[src/rtl/display_num.sv]
// Binary to seven-segment decimal display driver using a double-dabble converter.
// Optional leading-zero blanking when DISPLAY_NUM_BLANK_EN is defined.
module display_num #(
    parameter int unsigned WIDTH  = 16,
    parameter int unsigned DIGITS = 5
) (
    input  logic                  clock,
    input  logic                  reset,
    input  logic                  start,
    input  logic [WIDTH-1:0]      binary,
    output logic                  busy,
    output logic                  done,
    output logic [7*DIGITS-1:0]   seg
);

    localparam int unsigned BCDW = 4 * DIGITS;
    localparam int unsigned SEGW = 7 * DIGITS;
    localparam int unsigned CW   = $clog2(WIDTH + 1);

    // True when DIGITS decimal digits can hold the largest WIDTH-bit value.
    function automatic bit digits_legal();
        longint unsigned lim;
        longint unsigned p;
        lim = (64'd1 << WIDTH) - 64'd1;
        p   = 64'd1;
        for (int unsigned i = 0; i < DIGITS; i++) begin
            if (p <= lim) p = p * 64'd10;
        end
        return p > lim;
    endfunction

    if (!digits_legal()) begin : g_bad_digits
        $error("display_num: DIGITS too small for WIDTH");
    end

    function automatic logic [6:0] seg_enc(input logic [3:0] n);
        case (n)
            4'd0:    return 7'h40;
            4'd1:    return 7'h79;
            4'd2:    return 7'h24;
            4'd3:    return 7'h30;
            4'd4:    return 7'h19;
            4'd5:    return 7'h12;
            4'd6:    return 7'h02;
            4'd7:    return 7'h78;
            4'd8:    return 7'h00;
            4'd9:    return 7'h10;
            default: return 7'h7F;
        endcase
    endfunction

    typedef enum logic [1:0] {IDLE, CONVERT, UPDATE} state_t;

    state_t            state_q, state_d;
    logic [WIDTH-1:0]  sr_q, sr_d;
    logic [BCDW-1:0]   bcd_q, bcd_d, bcd_adj;
    logic [CW-1:0]     cnt_q, cnt_d;
    logic              busy_q, busy_d;
    logic              done_q, done_d;
    logic [SEGW-1:0]   seg_q, seg_d, seg_new;
`ifdef DISPLAY_NUM_BLANK_EN
    logic              seen;
`endif

    // Next-state, datapath and output logic.
    always_comb begin
        state_d = state_q;
        sr_d    = sr_q;
        bcd_d   = bcd_q;
        cnt_d   = cnt_q;
        busy_d  = busy_q;
        done_d  = 1'b0;
        seg_d   = seg_q;
        bcd_adj = bcd_q;
        seg_new = '1;
`ifdef DISPLAY_NUM_BLANK_EN
        seen    = 1'b0;
`endif

        for (int i = 0; i < int'(DIGITS); i++) begin
            if (bcd_q[4*i +: 4] >= 4'd5) bcd_adj[4*i +: 4] = bcd_q[4*i +: 4] + 4'd3;
            seg_new[7*i +: 7] = seg_enc(bcd_q[4*i +: 4]);
        end

`ifdef DISPLAY_NUM_BLANK_EN
        // Blank every digit above the most significant nonzero one; digit 0 always shows.
        for (int i = int'(DIGITS) - 1; i > 0; i--) begin
            if (bcd_q[4*i +: 4] != 4'd0) seen = 1'b1;
            if (!seen) seg_new[7*i +: 7] = 7'h7F;
        end
`endif

        case (state_q)
            IDLE: begin
                if (start) begin
                    sr_d    = binary;
                    bcd_d   = '0;
                    cnt_d   = '0;
                    busy_d  = 1'b1;
                    state_d = CONVERT;
                end
            end
            CONVERT: begin
                {bcd_d, sr_d} = {bcd_adj, sr_q} << 1;
                cnt_d = cnt_q + CW'(1);
                if (cnt_q == CW'(WIDTH - 1)) state_d = UPDATE;
            end
            UPDATE: begin
                seg_d   = seg_new;
                done_d  = 1'b1;
                busy_d  = 1'b0;
                state_d = IDLE;
            end
            default: state_d = IDLE;
        endcase
    end

    always_ff @(posedge clock or negedge reset) begin
        if (!reset) begin
            state_q <= IDLE;
            sr_q    <= '0;
            bcd_q   <= '0;
            cnt_q   <= '0;
            busy_q  <= 1'b0;
            done_q  <= 1'b0;
            seg_q   <= '1;
        end else begin
            state_q <= state_d;
            sr_q    <= sr_d;
            bcd_q   <= bcd_d;
            cnt_q   <= cnt_d;
            busy_q  <= busy_d;
            done_q  <= done_d;
            seg_q   <= seg_d;
        end
    end

    assign busy = busy_q;
    assign done = done_q;
    assign seg  = seg_q;

endmodule
[config.mk]
export PLATFORM = sky130hd
export DESIGN_NAME = display_num
export DESIGN_NICKNAME = d
export VERILOG_FILES = /design/src/rtl/display_num.sv
export SDC_FILE = /design/constraint.sdc
export NUM_CORES = 1
export LEC_CHECK = 0
export CAP_MARGIN = 20
export CORE_ASPECT_RATIO = 1.5
export CORE_MARGIN = 3
export CORE_UTILIZATION = 55
export DETAILED_ROUTE_END_ITERATION = 6
export DONT_BUFFER_PORTS = 1
export PLACE_DENSITY = 0.7
export SYNTH_ARGS = -nofsm -noshare
export SYNTH_HDL_FRONTEND = slang
export SYNTH_SLANG_ARGS = --single-unit
[constraint.sdc]
create_clock -name clock -period 1.9 [get_ports clock]
set_input_delay 0.285 -clock clock [delete_from_list [all_inputs] [get_ports clock]]
set_output_delay 0.285 -clock clock [all_outputs]
set_load 0.02 [all_outputs]
[Yosys cells after proc, flatten, opt, wreduce, memory -nomap -nowiden]
Memory sizes are Yosys's and may differ from the RTL's. A register that Yosys moved wholly into a read port is not among the register bits.
Cells that the tools add are included.
Word-level totals
  memories kept: 5
  register bits: 45
  logic and storage cells: 55
  ROM bits: 560
  input bits: 19
  output and inout bits: 37
Cells by class
  order comparisons: 5
  equal/unequal tests: 5
  mux-type cells: 17
  add/sub/neg operators: 6
  reduce and logical (&&, ||, !) cells: 11
Memory list
  (name not given): depth 16, width 7, rd ports 1, clocked after memory_dff 1, write ports 0, line 37  | case (n)
  (name not given): depth 16, width 7, rd ports 1, clocked after memory_dff 1, write ports 0, line 37
  (name not given): depth 16, width 7, rd ports 1, clocked after memory_dff 1, write ports 0, line 37
  (name not given): depth 16, width 7, rd ports 1, clocked after memory_dff 1, write ports 0, line 37
  (name not given): depth 16, width 7, rd ports 1, clocked after memory_dff 1, write ports 0, line 37
Operator list (number)
  20-bit one-hot mux with 2 select lines: 1
  16-bit one-hot mux with 2 select lines: 1
  4-bit by 3-bit >= comparator with 1-bit output, second input constant: 5
  20-bit two-way mux: 1
  4-bit by 2-bit adder with 4-bit output, second input constant: 4
  16-bit two-way mux: 1
  4-bit two-way mux: 4
  5-bit one-hot mux with 2 select lines: 1
  2-bit AND reduction: 3
  5-bit by 1-bit adder with 5-bit output, second input constant: 1
  5-bit by 4-bit == test with 1-bit output, second input constant: 1
  1-bit zero test: 5
  5-bit two-way mux: 1
  2-bit two-way mux: 2
  2-bit != test, second input constant: 2
  2-bit one-hot mux with 2 select lines: 1
  2-bit nonzero test: 2
  3-bit by 2-bit adder with 3-bit output, second input constant: 1
  3-bit two-way mux: 1
  2-bit by 1-bit == test with 1-bit output, second input constant: 1
  2-bit == test, second input constant: 1
  2-bit zero test: 1
  1-bit two-way mux: 2
  1-bit one-hot mux with 2 select lines: 1

[Depth between registers and ports, before layout]
  depth in word-level cells: 3
  gate-level depth with buffers: 7
  gate-level depth less buffers: 6

[Worst setup path before layout]
OpenSTA, ideal clock, no wires.
  path type: register to register
  start: register bcd_q[9]
  end: register bcd_q[11]
  stages on the path, launching flop included: 7
  path buffers: 0
  data arrival time: 1.382 ns
  data required time: 1.767 ns
  period minus slack after synthesis: 1.515 ns
  setup time: 0.133 ns
  slack: 0.385 ns
  cell sequence: dfrtp_1 > inv_1 > ha_1 > ha_1 > o21bai_1 > a22oi_1 > o21ai_0
On the way
  word-level cells in the longest chain between the ends: 3
  elaborated cells on any way between the ends: 4
  classes of those cells: add/sub: 1; order compare: 1; mux: 2
RTL lines
  start: declaration: line 56  | logic [BCDW-1:0] bcd_q, bcd_d, bcd_adj;
  start signal: assignment: line 122  | bcd_q <= '0;
  start signal: assignment: line 130  | bcd_q <= bcd_d;
  4-bit by 2-bit adder with 4-bit output / 4-bit by 3-bit >= comparator with 1-bit output (equally long branches): line 81  | if (bcd_q[4*i +: 4] >= 4'd5) bcd_adj[4*i +: 4] = bcd_q[4*i +: 4] + 4'd3;
  4-bit two-way mux *: line 81
  20-bit one-hot mux with 2 select lines *: line 93  | case (state_q)
Mark *: on every way between the ends. The rest lies on a longest branch, timed or not.
A chain may end at the register's enable or synchronous reset.

[Worst setup path after layout]
  start: register state_q[1]
  end: register cnt_q[2]
On the way
  word-level cells in the longest chain between the ends: 3
  elaborated cells on any way between the ends: 6
  classes of those cells: eq/ne: 2; mux: 1; reduce/logical: 3
RTL lines
  start: declaration: line 54  | state_t state_q, state_d;
  start signal: assignment: line 128  | state_q <= state_d;
  2-bit by 1-bit == test with 1-bit output / 2-bit zero test (equally long branches): line 93
  2-bit nonzero test (no line) / 2-bit != test (equally long branches)
  2-bit AND reduction (no line)
  end signal: assignment: line 131  | cnt_q <= cnt_d;
  end: declaration: line 57  | logic [CW-1:0] cnt_q, cnt_d;
Parallel ways exist; a longest one is shown, timed or not.

==> results.cfg <==
[detailed_routing]
routed_wl_um = 8680
met1_length_um = 3690
route.vias.total = 3323
drt_pre_antenna_iters = 4
routed_len_inst_um = 14.8
avgViaCountPerCell = 5.67
met2WireLength_um = 4360
route.antenna.remaining_nets = 0
drt_iter0_markers = 181
met3WireLength_um = 386
drcViolationCount = 0
dr.max_layer_used = met4

[setup_path]
critical_path.top_delay_family = compound AO/OA/AOI/OAI gates
path_max_fanout = 26
worst_setup_path_end_kind = register
cp.buffers_inverters = 1
peak_per_stage_delay_on_the_critical_path_ns = 0.49
crit_chain = buf_4, o21bai_2, o21ai_0, o21ai_0
path_common_cell = o21ai_0
setup.worst_path.start_class = register
required_arrival_time_at_the_worst_endpoint_ns = 2.09
worst_ep_arrival_time_ns = 1.91
crit_type = reg2reg
crit_path_top_delay_cell = dfrtp_1

[finish]
syn2layout_area_growth_pct = 8.29
stdcell_area_mm2 = 0.00482
antenna_diode_count = 0
stdcell_count = 586
final_layout_size_suffix_gt1_share_pct = 14.5
num-fill-cells = 639
fin_nets = 526

[clock_tree]
cts.root.buffer_cell = clkbuf_16
post_cts_repair_setup_buffers = 0
tritoncts = yes
clk_latency_ns = 0.33
cts_num_sinks = 80
cts_inserted_buffers = 9
post_cts.resized_instances = 0
cts_htree_levels = 3
clkTransAtPathRegs_ns = 0.06
cts.path.max_buffers = 2

[global_route]
global_route.usage.total_pct = 20.7
grt_first_pass_wirelength_um = 15200
gr-total-overflow = 0
number_of_antenna_violations_at_the_first_check_in_global_routing = 0
first_global_vias = 3342
grt_max_degree = 81

[sta]
setup_viol = 0
unrepaired_setup_endpoints_after_global_routing = no
finalWorstPathRequiredPeriod_ns = 1.72
finalMaxSlewViolations = 0
hold_viol_final = 80
finalSetupTns_ns = 0
max_freq_ghz = 0.582
finalHoldWorstSlack_ns = -0.352
max_slew_margin_vs_limit_pct = 31.6
worst-slew-pin-transition_ns = 1.03
min_period_over_period_pct = 90.4
skew_ns = 0.00815

[pwr]
power.share.switching_pct = 41.0
power.density_cell_area_mw_per_mm2 = 1820
switchingPower_mw = 3.61
comb_power_share_pct = 37.8
seqPwrFrac_pct = 42.4
p_int_mw = 5.18
leakagePower_nw = 2.06
total_chip_power_mw = 8.79
ir_worst_vdd_uv = 721
power.clock.fraction_pct = 19.9

[floorplanning]
start_util_pct = 57.4
die-width_um = 79.4
dieArea_mm2 = 0.00923
placement_rows = 39
floorplan.io_pins = 56
chipHeight_um = 116
core_region_area_mm2 = 0.00776

[synth]
syn_avg_cell_area_um2 = 9.12
synthSimpleGateAreaFrac_pct = 12.6
synth_most_common_cell = o21ai_0
synth.area.mux_share_pct = 2.59
synth_fa_ha_area_share_pct = 7.87
yosysSeqAreaShare_pct = 46.0
yosys-top-cells-count = o21ai_0 (85), nand2_1 (70), dfrtp_1 (45)
synthesis.instances = 488
synth_enable_flop_cells = 0
post-synth-top-area-cell = dfrtp_1
synth_compound_gate_area_share_pct = 22.6
dominantRegCellSynth = dfrtp_1
yosys_register_bits = 80
yosys_warnings = 0
xor_xnor_portion_of_the_synthesized_cell_area_pct = 1.77
post_synth_instance_area_mm2 = 0.00445
mappedNetlistNets = 535
synth_top_area_share_pct = 25.3
synth_top_family_by_area = compound AO/OA/AOI/OAI gates
async_flop_share_pct = 100
synthDistinctLibCells = 38
synth_top_cells_by_area = dfrtp_1 (25%), dfstp_2 (21%), o21ai_0 (9.6%)

[placement]
port_buffers = 0
dp_hpwl_um = 6050
dpl_cell_area_mm2 = 0.00450
gp_routability_congestion = 0.789
placed_cells_incl_taps = 569

[outcome]
status = complete, but fails checks
failing_checks = negative hold slack

[worst_hold_path]
worst_hold_path_type = in2async

[job]
max_cap_violations = 0
metal layers:
layer	global-route usage, %	vias up
met2	35.3	71
met1	24.2	1576
met3	4.63	14
li1	-	1662
met5	0	-
met4	10.8	0
through the flow:
stage,utilization [%],setup slack [ns]
floorplan,-,0.385
global placement,58.1,0.139
detailed placement,58.1,0.0578
CTS,62.0,0.0469
global route,62.1,0.0358
finish,62.1,0.183
layout make-up:
class	count	area [µm²]	share of cell area (%)
repair buffers	12	115	2.39
inverters	30	113	2.34
flip-flops and latches	80	2050	42.4
clock buffers	11	254	5.27
multi-input cells	346	2110	43.8
well taps	102	128	2.65
clock inverters	5	53.8	1.12
power by group through the flow:
| stage | sequential [mW] | clock, mW | combinational, mW |
|---|---|---|---|
| after floorplan | 3.36 | 0 | 2.98 |
| after global placement | 3.73 | 0 | 3.23 |
| after global routing | 3.87 | 1.86 | 3.89 |
| after detailed placement | 3.76 | 0 | 3.34 |
| final | 3.72 | 1.74 | 3.32 |
| after CTS | 3.74 | 1.80 | 3.36 |
final timing paths:
| kind | from | end | slack [ns] | depth (start not counted) |
|---|---|---|---|---|
| worst max-delay path | state_q[1] | cnt_q[2] | 0.18 | 4 |
| worst max register to register | state_q[1] | cnt_q[2] | 0.18 | 4 |
| worst min register to register | cnt_q[4] | cnt_q[4] | 0.49 | 2 |
| worst min-delay path | reset | bcd_q[9] | -0.35 | 0 |
| max in group asynchronous | reset | seg[22] | 2.07 | 0 |
| min in group clock | start | busy | 0.13 | 2 |
cell usage in the layout (no fill, tap or decap), types with 3 or more instances in the layout:
master,count
o21ai_0,85
nand2_1,70
dfrtp_1,45
a21oi_1,40
dfstp_2,35
inv_1,29
ha_1,28
a22oi_1,17
nor2b_1,14
nor2_1,13
clkbuf_16,10
buf_4,10
o31ai_1,9
xnor2_1,9
nand2b_1,9
mux2i_1,7
nand3_1,6
o22ai_1,5
a22o_1,4
o211ai_1,4
mux2_2,4
and2b_1,3
o311ai_1,3
clkinv_2,3
state kept, by name, indices dropped and copies added, names as in the netlist:
| signal | cells |
|---|---|
| seg | 35 |
| bcd_q | 20 |
| sr_q | 16 |
| cnt_q | 5 |
| state_q | 2 |
| busy | 1 |
| done | 1 |
kinds of logic (layout without fill, tap and decap cells):
group | Yosys count | in the layout
fa+ha+maj | 28 | 28
flops | 80 | 80
mux | 11 | 11
simple gates | 123 | 123
compound gates | 175 | 175
xor+xnor | 9 | 9
buf+inv | 62 | 58
Note: power is estimated with default switching activity, not from simulation.
